## src/rtl/gol_gen_controller.sv

```systemverilog
// gol_gen_controller: generation sequencer for the 8x8 Game of Life core.
// Owns the current grid register and decides when to commit the evolve
// datapath result. Commits come from a rate divider (free-run) or from a
// step pulse. The block halts on a still life or an empty board, and loads
// a new grid from the user seed or the LFSR.
module gol_gen_controller #(
   parameter int DIV_W  = 26,
   parameter int GEN_W  = 16,
   parameter int DP_LAT = 0
) (
   input  logic             clk,
   input  logic             reset,
   input  logic [63:0]      seed_in,
   input  logic [63:0]      lfsr_in,
   input  logic             load,
   input  logic             use_rand,
   input  logic             run,
   input  logic             step,
   input  logic [DIV_W-1:0] rate,
   input  logic [63:0]      next_grid,
   output logic [63:0]      grid,
   output logic [GEN_W-1:0] gen_count,
   output logic [1:0]       state,
   output logic             stable,
   output logic             extinct,
   output logic             evolve_pulse
);

   // The settle counter must be able to hold DP_LAT, and it must be at least 1 bit wide.
   localparam int SW = (DP_LAT < 2) ? 1 : $clog2(DP_LAT + 1);

   typedef enum logic [1:0] {
      S_IDLE    = 2'b00,
      S_PAUSED  = 2'b01,
      S_RUNNING = 2'b10,
      S_HALTED  = 2'b11
   } state_t;

   state_t           state_q, state_d;
   logic [63:0]      grid_q, grid_d;
   logic [GEN_W-1:0] gen_q, gen_d;
   logic             stable_q, stable_d;
   logic             extinct_q, extinct_d;
   logic             pulse_q, pulse_d;
   logic [DIV_W-1:0] div_q, div_d;
   logic [SW-1:0]    settle_q, settle_d;

   logic ready;
   logic tick;
   logic commit;

   // The datapath output is trusted only once DP_LAT cycles have passed since the last grid write.
   assign ready = (settle_q == '0);
   assign tick  = (state_q == S_RUNNING) && (div_q >= rate);

   // Next-state logic. A load overrides everything. Otherwise the current state decides whether a commit happens this cycle.
   always_comb begin
      state_d   = state_q;
      grid_d    = grid_q;
      gen_d     = gen_q;
      stable_d  = stable_q;
      extinct_d = extinct_q;
      pulse_d   = 1'b0;
      div_d     = div_q;
      settle_d  = ready ? settle_q : settle_q - SW'(1);
      commit    = 1'b0;

      if (load) begin
         grid_d    = use_rand ? lfsr_in : seed_in;
         gen_d     = '0;
         stable_d  = 1'b0;
         extinct_d = 1'b0;
         div_d     = '0;
         settle_d  = SW'(DP_LAT);
         state_d   = S_PAUSED;
      end else begin
         case (state_q)
            S_PAUSED: begin
               if (run) begin
                  state_d = S_RUNNING;
                  div_d   = '0;
               end else if (step && ready) begin
                  commit = 1'b1;
               end
            end
            S_RUNNING: begin
               if (!run) begin
                  state_d = S_PAUSED;
               end else if (tick) begin
                  // A tick that arrives while the datapath is still settling holds the divider, so the commit fires on the first ready cycle.
                  if (ready) begin
                     commit = 1'b1;
                     div_d  = '0;
                  end
               end else begin
                  div_d = div_q + DIV_W'(1);
               end
            end
            default: ;
         endcase
      end

      if (commit) begin
         if (next_grid == grid_q) begin
            // A still life leaves the grid untouched and halts without a pulse.
            stable_d  = 1'b1;
            extinct_d = 1'b0;
            state_d   = S_HALTED;
         end else begin
            grid_d    = next_grid;
            settle_d  = SW'(DP_LAT);
            pulse_d   = 1'b1;
            stable_d  = 1'b0;
            extinct_d = 1'b0;
            if (gen_q != {GEN_W{1'b1}})
               gen_d = gen_q + GEN_W'(1);
            if (next_grid == '0) begin
               extinct_d = 1'b1;
               state_d   = S_HALTED;
            end
         end
      end
   end

   // State register with synchronous reset.
   always_ff @(posedge clk) begin
      if (reset) begin
         state_q   <= S_IDLE;
         grid_q    <= '0;
         gen_q     <= '0;
         stable_q  <= 1'b0;
         extinct_q <= 1'b0;
         pulse_q   <= 1'b0;
         div_q     <= '0;
         settle_q  <= '0;
      end else begin
         state_q   <= state_d;
         grid_q    <= grid_d;
         gen_q     <= gen_d;
         stable_q  <= stable_d;
         extinct_q <= extinct_d;
         pulse_q   <= pulse_d;
         div_q     <= div_d;
         settle_q  <= settle_d;
      end
   end

   assign grid         = grid_q;
   assign gen_count    = gen_q;
   assign state        = state_q;
   assign stable       = stable_q;
   assign extinct      = extinct_q;
   assign evolve_pulse = pulse_q;

endmodule

```

## config.mk

```make
export PLATFORM = sky130hd
export DESIGN_NAME = gol_gen_controller
export DESIGN_NICKNAME = d
export VERILOG_FILES = /design/src/rtl/gol_gen_controller.sv
export SDC_FILE = /design/constraint.sdc
export NUM_CORES = 1
export LEC_CHECK = 0
export ABC_CLOCK_PERIOD_IN_PS = 3800
export CAP_MARGIN = 20
export CORE_ASPECT_RATIO = 0.5
export CORE_MARGIN = 2
export CORE_UTILIZATION = 43
export DETAILED_ROUTE_END_ITERATION = 8
export GPL_TIMING_DRIVEN = 1
export PLACE_DENSITY = 0.82
export REMOVE_ABC_BUFFERS = 1
export SLEW_MARGIN = 25
export SYNTH_ARGS = -nofsm -noshare
export SYNTH_HDL_FRONTEND = slang
export SYNTH_SLANG_ARGS = --single-unit
```

## constraint.sdc

```tcl
create_clock -name clk -period 3.8 [get_ports clk]
set_input_delay 0.57 -clock clk [delete_from_list [all_inputs] [get_ports clk]]
set_output_delay 0.57 -clock clk [all_outputs]
set_load 0.05 [all_outputs]
```

==> Word level (Yosys, flattened, before mapping) <==
Cells that the tools add are included.
{ "word_totals": {"reg_bits": 112, "input_bits": 224, "word_cells": 67} }
{ "op_classes": {"add_sub_neg": 3, "n_lt_le_gt_ge": 1, "n_eq_ne": 7, "n_mux": 38, "bitwise_logic": 2, "reduce_logical": 8} }
{ "op_table": {"columns": ["cell", "n"], "rows": [
  ["$mux 64", 4],
  ["$mux 26", 4],
  ["$eq 64x64->1", 1],
  ["$logic_not 64->1", 1],
  ["$mux 16", 4],
  ["$pmux 26 s2", 1],
  ["$add 26x1->26 const B", 1],
  ["$ge 26x26->1", 1],
  ["$mux 1", 17],
  ["$add 16x1->16 const B", 1],
  ["$ne 16x16->1 const B", 1],
  ["$mux 2", 6],
  ["$ne 2x2->1 const B", 2],
  ["$pmux 2 s2", 1],
  ["$reduce_and 4->1", 1],
  ["$reduce_bool 2->1", 2],
  ["$reduce_or 2->1", 2],
  ["$ne 3x3->1 const B", 1],
  ["$eq 2x1->1 const B", 1],
  ["$eq 2x2->1 const B", 1],
  ["$logic_and 1x1->1", 2],
  ["$not 1->1", 2],
  ["$pmux 1 s2", 1],
  ["$sub 1x1->1 const B", 1]
]} }

==> Logic depth before layout (Yosys ltp) <==
Gate-level depths: netlist of the first run.
{ "logic_depth": {"depth_word": 8, "ltp_mapped": 13, "mapped_depth_nobuf": 10} }

==> Worst setup path before layout of the first run <==
No wires, ideal clock.
{ "synth_timing": {"path_type": "input-to-reg", "startpoint": "input rate[8]", "endpoint": "register gen_q[15] (netlist: gen_count[15])", "arrival_time_ns": 2.659, "slack_ns": 0.996, "cell_stages": 11, "n_path_buf": 2, "cell_sequence": "inv_1 > ha_1 > nand4_1 > nor3_1 > o311ai_1 > a2111o_1 > a21o_1 > buf_6 > buf_2 > o311ai_0 > o41ai_1"} }
{ "synth_between": {"elab_chain_cells": 7} }
{ "synth_lines": {"columns": ["element", "line", "text"], "rows": [
  ["start: declaration", "19", "input logic [DIV_W-1:0] rate,"],
  ["$ge 26x26->1", "54", "assign tick = (state_q == S_RUNNING) && (div_q >= rate);"],
  ["$logic_and 1x1->1", "54", null],
  ["$mux 1", "89", "end else if (tick) begin"],
  ["$mux 1", "87", "if (!run) begin"],
  ["$pmux 1 s2", "77", "case (state_q)"],
  ["$mux 1", "68", "if (load) begin"],
  ["$mux 16", "103", "if (commit) begin"],
  ["end signal: assignment", "139", "gen_q <= gen_d;"],
  ["end: declaration", "41", "logic [GEN_W-1:0] gen_q, gen_d;"]
]} }
No other way between the ends.
A chain may end at the register's enable or synchronous reset.

==> Worst setup path in the final report of the first run <==
{ "layout_timing": {"startpoint": "input rate[8]", "endpoint": "register gen_q[3] (netlist: gen_count[3])"} }
The elaborated chain is that of the path after synthesis.

==> results of run 1 <==
-- power groups by stage --
stage,Combinational [mW],Sequential [mW],Clock [mW]
after CTS,0.890,1.27,0.991
after global placement,0.872,1.29,0
after detailed placement,0.886,1.29,0
after global routing,0.943,1.28,1.04
after floorplan,0.214,1.47,0
final,0.890,1.27,0.982
-- final timing paths --
check            from      endpoint  cells after the start
min             reset      state[0]                      2
max           rate[8]  gen_count[3]                     11
max reg2reg  div_q[9]  gen_count[3]                      9
min reg2reg    stable        stable                      2
-- final cells by class --
class	count	share of cell area
clock buffer	10	0.02160
clock inverter	6	0.006493
inverter	36	0.01275
multi-input combinational	661	0.4221
sequential	111	0.2097
tap	227	0.02680
timing repair buffer	318	0.3006
-- kinds of logic after synthesis --
kind of cell | count (synthesis)
buffers and inverters | 91
xor gates and xnor gates | 73
adders and majority gates | 30
AOI/OAI and AO/OA | 226
and+or+nand+nor | 268
DFF | 111
muxes | 64
-- critical path: stages --
cell and delay (ns):
clkdlybuf4s50_1 0.46, inv_1 0.04, ha_1 0.29, nand4_1 0.13, nor3_1 0.22, o311ai_1 0.18
a2111o_1 0.54, a21o_2 0.29, buf_12 0.19, or4_1 0.51, a21oi_1 0.16
-- synthesized netlist by cell type (2+ instances only) --
cell type,instances,area share
a211oi_1,2,0.0021
a21o_1,2,0.0021
a21oi_1,90,0.064
a221o_1,4,0.0057
a221oi_1,65,0.080
a311oi_1,2,0.0025
a31oi_1,4,0.0035
and2_1,2,0.0018
and3_1,15,0.013
and4_1,2,0.0025
buf_2,8,0.0057
buf_4,4,0.0042
buf_6,3,0.0048
clkbuf_1,40,0.021
dfxtp_1,111,0.31
ha_1,30,0.053
inv_1,36,0.019
mux2i_1,64,0.091
nand2_1,112,0.059
nand2b_1,2,0.0018
nand3_1,29,0.021
nand4_1,17,0.015
nor2_1,31,0.016
nor2b_1,2,0.0018
nor3_1,2,0.0014
nor4_1,39,0.034
o21a_1,2,0.0021
o21ai_0,29,0.021
o21bai_1,2,0.0021
o311ai_0,7,0.0087
o31a_1,3,0.0037
o31ai_1,6,0.0064
or3_1,6,0.0053
or4_1,6,0.0064
xnor2_1,4,0.0049
xor2_1,69,0.085
-- placed cells by master (no fill, tap or decap), types with 17 or more instances in the layout --
master,instances
nand2_1,112
mux2i_1,64
nand4_1,17
a21oi_1,90
inv_1,36
a221oi_1,65
nor2_1,31
nor4_1,39
ha_1,30
o21ai_0,29
nand3_1,29
clkdlybuf4s50_1,305
dfxtp_1,111
xor2_1,69
-- metrics by stage --
stage / utilization / instance area (µm²)
after floorplan: - / 6823
after global placement: 0.6348 / 10300
after detailed placement: 0.6348 / 10300
after CTS: 0.6532 / 10600
after global routing: 0.6532 / 10600
final: 0.6532 / 10600
-- metal layers --
layer	routed length (µm)	track usage
met5	0	0
met4	604	0.07672
met3	1339	0.04628
met2	12600	0.5019
met1	10350	0.3474
-- state kept, by name, summed over array words and instances (netlist names) --
| name | count |
|---|---|
| div_q | 26 |
| state | 2 |
| extinct | 1 |
| grid | 64 |
| stable | 1 |
| gen_count | 16 |
| evolve_pulse | 1 |
==> flow_summary_export.csv, run 1 <==
group,metric,value,unit
routing,ant_nets,0,
cts,cts_root_buf,"clkbuf_16",
yosys,synth_area_per_cell,8.200,µm²
yosys,synthSimpleGateAreaFrac,0.1841,
cells_and_area,seq_area,2222,µm²
routing,post-route-drc-count,0,
die,die_x,185.4,µm
place,numPortBuffers,308,
timing,tightestPinTransition,1.052,ns
power,power_frac_comb,0.283,
cts,cts.sinks,111,
critical_path,crit_arrival,3.58,ns
timing,layout_min_cycle_time,3.308,ns
grt,grt_max_degree,86,
critical_path,cp-end-kind,"flip-flop",
timing,hold_viol_final,0,
grt,track_usage,0.2790,
critical_path,cp_max_fo,47,
cells_and_area,syn2layout_area_growth,49.77,%
cts,h-tree-depth,3,
cells_and_area,diodes,0,
timing,clock_skew,0.01495,ns
grt,grt_pass1_vias,7485,
timing,slew_headroom,0.2985,
yosys,synth_xor_area_frac,0.09035,
power,switchingPower,0.9890,mW
die,floorplan.initialDensity,0.4361,
yosys,post_synth_num_cell_types,47,
job,drv_cap,0,
cts,post_cts_resized,0,
yosys,syn_area,7077,µm²
grt,grt_overflow,0,
timing,fmax,302.3,MHz
yosys,ys_ff_latch,111,
routing,via_per_inst,5.736,
die,dieHeight,94.72,µm
cts,cts_buffer_depth,2,
status,outcome,"complete, no violations",
cts,numCtsBuffers,9,
power,seq_power_share,0.404,
timing,timing.final.crit_share,0.8706,
timing,whs,0.4574,ns
power,ir_worst_vdd,320.0,µV
grt,antenna_found_initial,0,
yosys,ys_seq_area_frac,0.3140,
routing,routed_wirelength,24.90,mm
cts,cts_tree,"built",
yosys,synthCells,863,
routing,drtIter0Drc,638,
min_path,hold_class,"input pin to flip-flop",
critical_path,cp-start-kind,"input pin",
cells_and_area,multi_input_area,4474,µm²
critical_path,r2r_setup_slack,0.81,ns
cells_and_area,n_fill_cell,1381,
routing,first_pass_iters,5,
die,ioPinCount,309,
timing,rsz0062_at_grt,"no",
grt,grt_pass1_wl,38.63,mm
cts,post-cts-setup-buffer-count,0,
power,intPower,2.152,mW
power,fin_total_pwr,3.141,mW
cts,clk_latency,0.35,ns
cells_and_area,fin_cells,1369,
timing,slew_viol_final,0,
cells_and_area,nets,1391,
routing,drt-wirelength-per-cell,18.19,µm
critical_path,cp.required,4.07,ns
die,coreArea,16230,µm²
place,dpl_worst_slack,0.1657,ns
yosys,ys.warnings.count,0,
yosys,yosys-mux-area-fraction,0.09052,
die,dieArea,17560,µm²
yosys,synth_compound_area_frac,0.2130,
yosys,synth_enable_flop_cells,0,
yosys,synthAdderAreaFrac,0.05304,
yosys,synth_top_family_by_area,"compound AO/OA/AOI/OAI gates",
place,dp.cells,1353,
timing,setup_violations,0,
yosys,synth-main-ff-cell,"dfxtp_1",
cells_and_area,drive_gt1_frac,0.02890,
timing,tns,0,ns
power,leakagePower,4.180,nW
routing,vias,7853,
power,swShare,0.3149,
critical_path,critical_path_class,"input pin to flip-flop",
power,power.density,296.3,nW/µm²
yosys,synthArstFlopShare,0,
cts,holdBufCountCts,0,
cts,clk_pin_slew,0.08,ns
place,routabilityCongestion,0.8825,
power,p_clk_frac,0.313,
timing,setup_ws,0.4918,ns
die,num_rows,33,
place,hpwl,19.11,mm
Power figures use the tool's default switching activity.
==> run 2: changes to the inputs <==
Settings changed: ABC_CLOCK_PERIOD_IN_PS 3800 to 3300.
Clock period 3.8 ns to 3.3 ns, I/O delays scaled along.
==> run 2 against run 1 <==
Setup slack worse by 0.30 ns. Combinational power up 16%. Total power up 17%. Clock skew down 0.0029 ns. Highest routed layer unchanged. First-iteration DRC count down 9.6%. Final area up 1.8%. Non-clock buffer count up 15. Final cell count up 1.1%. Critical path depth unchanged. Clock power up 22%. Sequential share of layout area down 0.37 points.
==> flow_summary_export.csv, run 2 (synthesis gave the netlist of run 1 again) <==
group,metric,value,unit
status,outcome,"complete, no violations",
routing,ant_nets,0,
cells_and_area,n_fill_cell,1350,
place,dp.cells,1368,
cts,post-cts-setup-buffer-count,0,
min_path,min-delay-start,"reset",
cts,cts_buffer_depth,2,
cells_and_area,fin_cells,1384,
cts,clk_latency,0.36,ns
timing,rsz0062_at_grt,"no",
die,num_rows,33,
grt,track_usage,0.2828,
critical_path,crit-reg2reg-launch,"div_q[3]",
grt,grt_pass1_wl,39.02,mm
critical_path,crit_path_top_delay_cell,"or4_1",
die,coreArea,16230,µm²
timing,setup_violations,0,
critical_path,cp-end-kind,"flip-flop",
power,leakagePower,4.293,nW
cells_and_area,final_common_cell,"clkdlybuf4s50_1",
critical_path,cp.required,3.57,ns
timing,tightestPinTransition,0.7317,ns
cells_and_area,layout_common_cells,"305 x clkdlybuf4s50_1, 112 x nand2_1, 111 x dfxtp_1",
place,numPortBuffers,308,
cells_and_area,drive_gt1_frac,0.04322,
die,dieHeight,94.72,µm
routing,routed_wirelength,25.16,mm
routing,drt-wirelength-per-cell,18.18,µm
routing,drtIter0Drc,577,
grt,grt_max_degree,65,
cts,clk_pin_slew,0.08,ns
die,die_x,185.4,µm
routing,first_pass_iters,5,
place,routabilityCongestion,0.8840,
timing,slew_headroom,0.5122,
place,hpwl,19.74,mm
place,dpl_cell_area,10450,µm²
grt,grt_pass1_vias,7621,
cts,cts_root_buf,"clkbuf_16",
cells_and_area,diodes,0,
critical_path,crit_arrival,3.39,ns
cts,h-tree-depth,3,
die,ioPinCount,309,
timing,timing.final.crit_share,0.9431,
critical_path,cp-start-kind,"input pin",
critical_path,crit_path_cell_trace,"clkdlybuf4s50_1 -> inv_1 -> ha_1 -> nand4_1 -> nor3_1 -> o311ai_1 -> a2111o_1 -> a21o_2 -> buf_12 -> or4_1 -> a21oi_1",
routing,via_per_inst,5.752,
timing,layout_min_cycle_time,3.112,ns
routing,vias,7961,
cts,numCtsBuffers,9,
die,dieArea,17560,µm²
timing,setup_ws,0.1877,ns
cells_and_area,nets,1406,
cells_and_area,largest_reg_flops,64,
die,floorplan.initialDensity,0.4361,
power,ir_worst_vdd,382.8,µV
cells_and_area,syn2layout_area_growth,52.44,%
job,drv_cap,0,
grt,antenna_found_initial,0,
grt,grt_overflow,0,
min_path,hold_class,"input pin to flip-flop",
critical_path,crit_family,"compound AO/OA/AOI/OAI gates",
critical_path,cp_num_buf_inv,3,
power,power.density,342.0,nW/µm²
cts,cts_tree,"built",
critical_path,cp_max_fo,18,
critical_path,cpPeakStageDelay,0.51,ns
timing,fmax,321.3,MHz
critical_path,crit_start,"rate[8]",
timing,slew_viol_final,0,
cells_and_area,finalInstanceArea,10790,µm²
timing,clock_skew,0.01208,ns
cells_and_area,fin_util,0.6648,
routing,post-route-drc-count,0,
cts,cts.sinks,111,
place,dpl_worst_slack,-0.1566,ns
timing,tns,0,ns
critical_path,critical_path_class,"input pin to flip-flop",
timing,hold_viol_final,0,
==> run 2: cell count changes in the layout (fill, tap and decap cells not counted), sizes merged <==
cell and change:
buf +15, inv +1, clkinvlp -4, clkinv +4, clkbuf -1
==> run 2: final timing paths <==
check            endpoint  cells past startpoint  slack [ns]
min reg2reg        stable                      2        0.47
max reg2reg  gen_count[3]                     10        0.42
max          gen_count[3]                     11        0.19
min              state[0]                      2        0.39
==> run 2: metrics by stage <==
step,hold slack [ns],power [mW]
final,0.3888,3.690
after global routing,0.3857,3.828
after CTS,0.3816,3.694
after detailed placement,0.4622,2.518
after global placement,0.4518,2.500
after floorplan,0.4682,1.942
==> run 2: routing by layer <==
metal	part of all wire	track usage	vias up
li1	-	-	3803
met1	0.41	0.3387	3797
met2	0.51	0.5165	309
met3	0.056	0.05013	52
met4	0.029	0.09325	0
met5	0	0	-
==> run 2: worst reg2reg max path, cell delays in order (launching register included) <==
cell and delay (ns):
dfxtp_1 0.40, ha_1 0.33, a21o_1 0.11, nand3_1 0.07
a21oi_1 0.15, o311ai_1 0.14, a2111o_1 0.47, a21o_2 0.28
buf_12 0.16, or4_1 0.51, a21oi_1 0.17
==> run 2: where the power goes <==
part	internal [mW]	total, mW	switching [mW]
logic	0.489	1.03	0.543
clock network	0.617	1.20	0.579
registers	1.40	1.46	0.0604
==> run 2: area by class of cell <==
class,count,area [µm²],area share
Multi-Input combinational cell,661,4481,0.4153
Timing Repair Buffer,333,3336,0.3092
Clock inverter,7,105.1,0.009743
Tap cell,227,284.0,0.02633
Clock buffer,9,225.2,0.02088
Sequential cell,111,2222,0.2060
Inverter,36,135.1,0.01253
==> run 2: what timing repair did <==
item                       4_1_cts  5_1_grt
hold buffers                     0        0
setup endpoints to repair        0        1
resized for setup                0        1
==> run 3: changes to the inputs <==
Settings changed: CORE_UTILIZATION 43 to 44, CTS_BUF_LIST from default to sky130_fd_sc_hd__clkbuf_4 sky130_fd_sc_hd__clkbuf_8, PLACE_DENSITY 0.82 to 0.83.
==> run 3 against run 2 <==
Sequential cell count is the same. Core utilization grew 1.6 points. Critical path type unchanged. Via count grew 0.20%. Non-clock buffer count shrank 1.
==> flow_summary_export.csv, run 3 (synthesis gave the netlist of run 1 again) <==
group,metric,value,unit
status,outcome,"complete, no violations",
routing,drtIter0Drc,584,
cells_and_area,finalInstanceArea,10610,µm²
power,ir_worst_vdd,189.4,µV
grt,grt_util_met3,0.05116,
job,drv_cap,0,
timing,tightestPinTransition,1.036,ns
cells_and_area,nets,1405,
grt,grt_pass1_wl,39.83,mm
power,leakagePower,4.214,nW
critical_path,cp-end-kind,"flip-flop",
die,dieArea,17180,µm²
cells_and_area,n_fill_cell,1230,
grt,grt_max_degree,106,
grt,busiest_layer,"met2",
cells_and_area,diodes,0,
die,floorplan.initialDensity,0.4544,
cts,numCtsBuffers,9,
place,dpl_cell_area,10420,µm²
grt,grt_overflow,0,
cells_and_area,largest_reg_flops,64,
place,dp.cells,1344,
die,dieHeight,93.68,µm
grt,use_met2,0.5221,
routing,first_pass_iters,5,
power,power.density,312.7,nW/µm²
routing,ant_nets,0,
critical_path,crit_arrival,3.45,ns
grt,grt_util_met1,0.3507,
critical_path,critical_path_class,"input pin to flip-flop",
timing,fmax,312.5,MHz
timing,hold_viol_final,0,
cells_and_area,drive_gt1_frac,0.04076,
critical_path,cpPeakStageDelay,0.48,ns
critical_path,crit_path_top_delay_cell,"a2111o_1",
critical_path,cp_num_buf_inv,4,
min_path,hold_class,"input pin to flip-flop",
cells_and_area,syn2layout_area_growth,49.86,%
routing,drt-wirelength-per-cell,18.54,µm
timing,slew_headroom,0.3093,
cts,post-cts-setup-buffer-count,0,
place,numPortBuffers,308,
timing,clock_skew,0.01773,ns
die,die_x,183.4,µm
routing,via_per_inst,5.878,
critical_path,cp-start-kind,"input pin",
timing,whs,0.3991,ns
routing,vias,7977,
timing,setup_violations,0,
routing,post-route-drc-count,0,
cts,cts_tree,"built",
cts,clk_latency,0.37,ns
critical_path,crit_family,"compound AO/OA/AOI/OAI gates",
cells_and_area,fin_util,0.6809,
place,dpl_worst_slack,-0.2465,ns
cells_and_area,final_common_cell,"clkdlybuf4s50_1",
timing,timing.final.crit_share,0.9698,
cts,cts.sinks,111,
critical_path,crit_path_cell_trace,"clkdlybuf4s50_1 -> inv_1 -> ha_1 -> nand4_1 -> nor3_1 -> o311ai_1 -> a2111o_1 -> buf_4 -> a21oi_4 -> buf_12 -> a21oi_1 -> a221oi_1",
cts,post_cts_resized,0,
grt,antenna_found_initial,0,
cts,h-tree-depth,3,
cts,cts_root_buf,"clkbuf_8",
timing,slew_viol_final,0,
grt,grt_pass1_vias,7868,
critical_path,cp.required,3.55,ns
routing,routed_wirelength,25.17,mm
timing,setup_ws,0.09950,ns
cts,holdBufCountCts,0,
cts,clk_pin_slew,0.10,ns
grt,track_usage,0.2892,
cts,cts_buffer_depth,2,
cells_and_area,layout_common_cells,"305 x clkdlybuf4s50_1, 112 x nand2_1, 111 x dfxtp_1",
critical_path,cp_max_fo,22,
place,hpwl,19.76,mm
die,coreArea,15570,µm²
die,num_rows,32,
place,routabilityCongestion,0.9092,
die,ioPinCount,309,
cells_and_area,fin_cells,1357,
timing,layout_min_cycle_time,3.200,ns
## run 3: cell types whose count changed in the layout (fill, tap and decap cells not counted), sizes merged
| cell | before | now |
|---|---|---|
| inv | 38 | 37 |
| clkinvlp | 0 | 1 |
| clkinv | 4 | 0 |
| buf | 28 | 27 |
| clkbuf | 9 | 10 |
## run 3: path summary, 6_finish.rpt
kind | startpoint | endpoint | slack, ns | cells after the start
max | rate[8] | grid[35] | 0.1 | 12
min | reset | state[0] | 0.40 | 2
max reg2reg | div_q[5] | grid[35] | 0.30 | 10
min reg2reg | stable | stable | 0.47 | 2
## run 3: layer usage
metal  part of all wire  vias up  routed length [µm]
met2               0.50      344               12550
met4              0.029        0                 737
met3              0.064       54                1605
li1                   -     3800                   -
met1               0.41     3779               10280
met5                  0        -                   0
## run 3: per-stage QoR
stage | total power [mW] | setup TNS [ns]
after floorplan | 1.942 | -28.27
after global placement | 2.496 | -1.830
after detailed placement | 2.517 | -13.36
after CTS | 3.319 | 0
after global routing | 3.444 | -0.01490
final | 3.316 | 0
## run 3: where the power goes
part           total, mW  internal, mW  switching (mW)
Sequential          1.46          1.40          0.0623
Combinational       1.03         0.489           0.544
Clock              0.819         0.352           0.467
## run 3: cell type report
type                       count  area (µm²)  area share
multi-input combinational    661        4487      0.4231
timing repair buffer         332        3328      0.3138
sequential                   111        2222      0.2095
tap                          204       255.2     0.02407
inverter                      36       135.1     0.01274
clock buffer                  10       131.4     0.01239
clock inverter                 3       46.29    0.004365
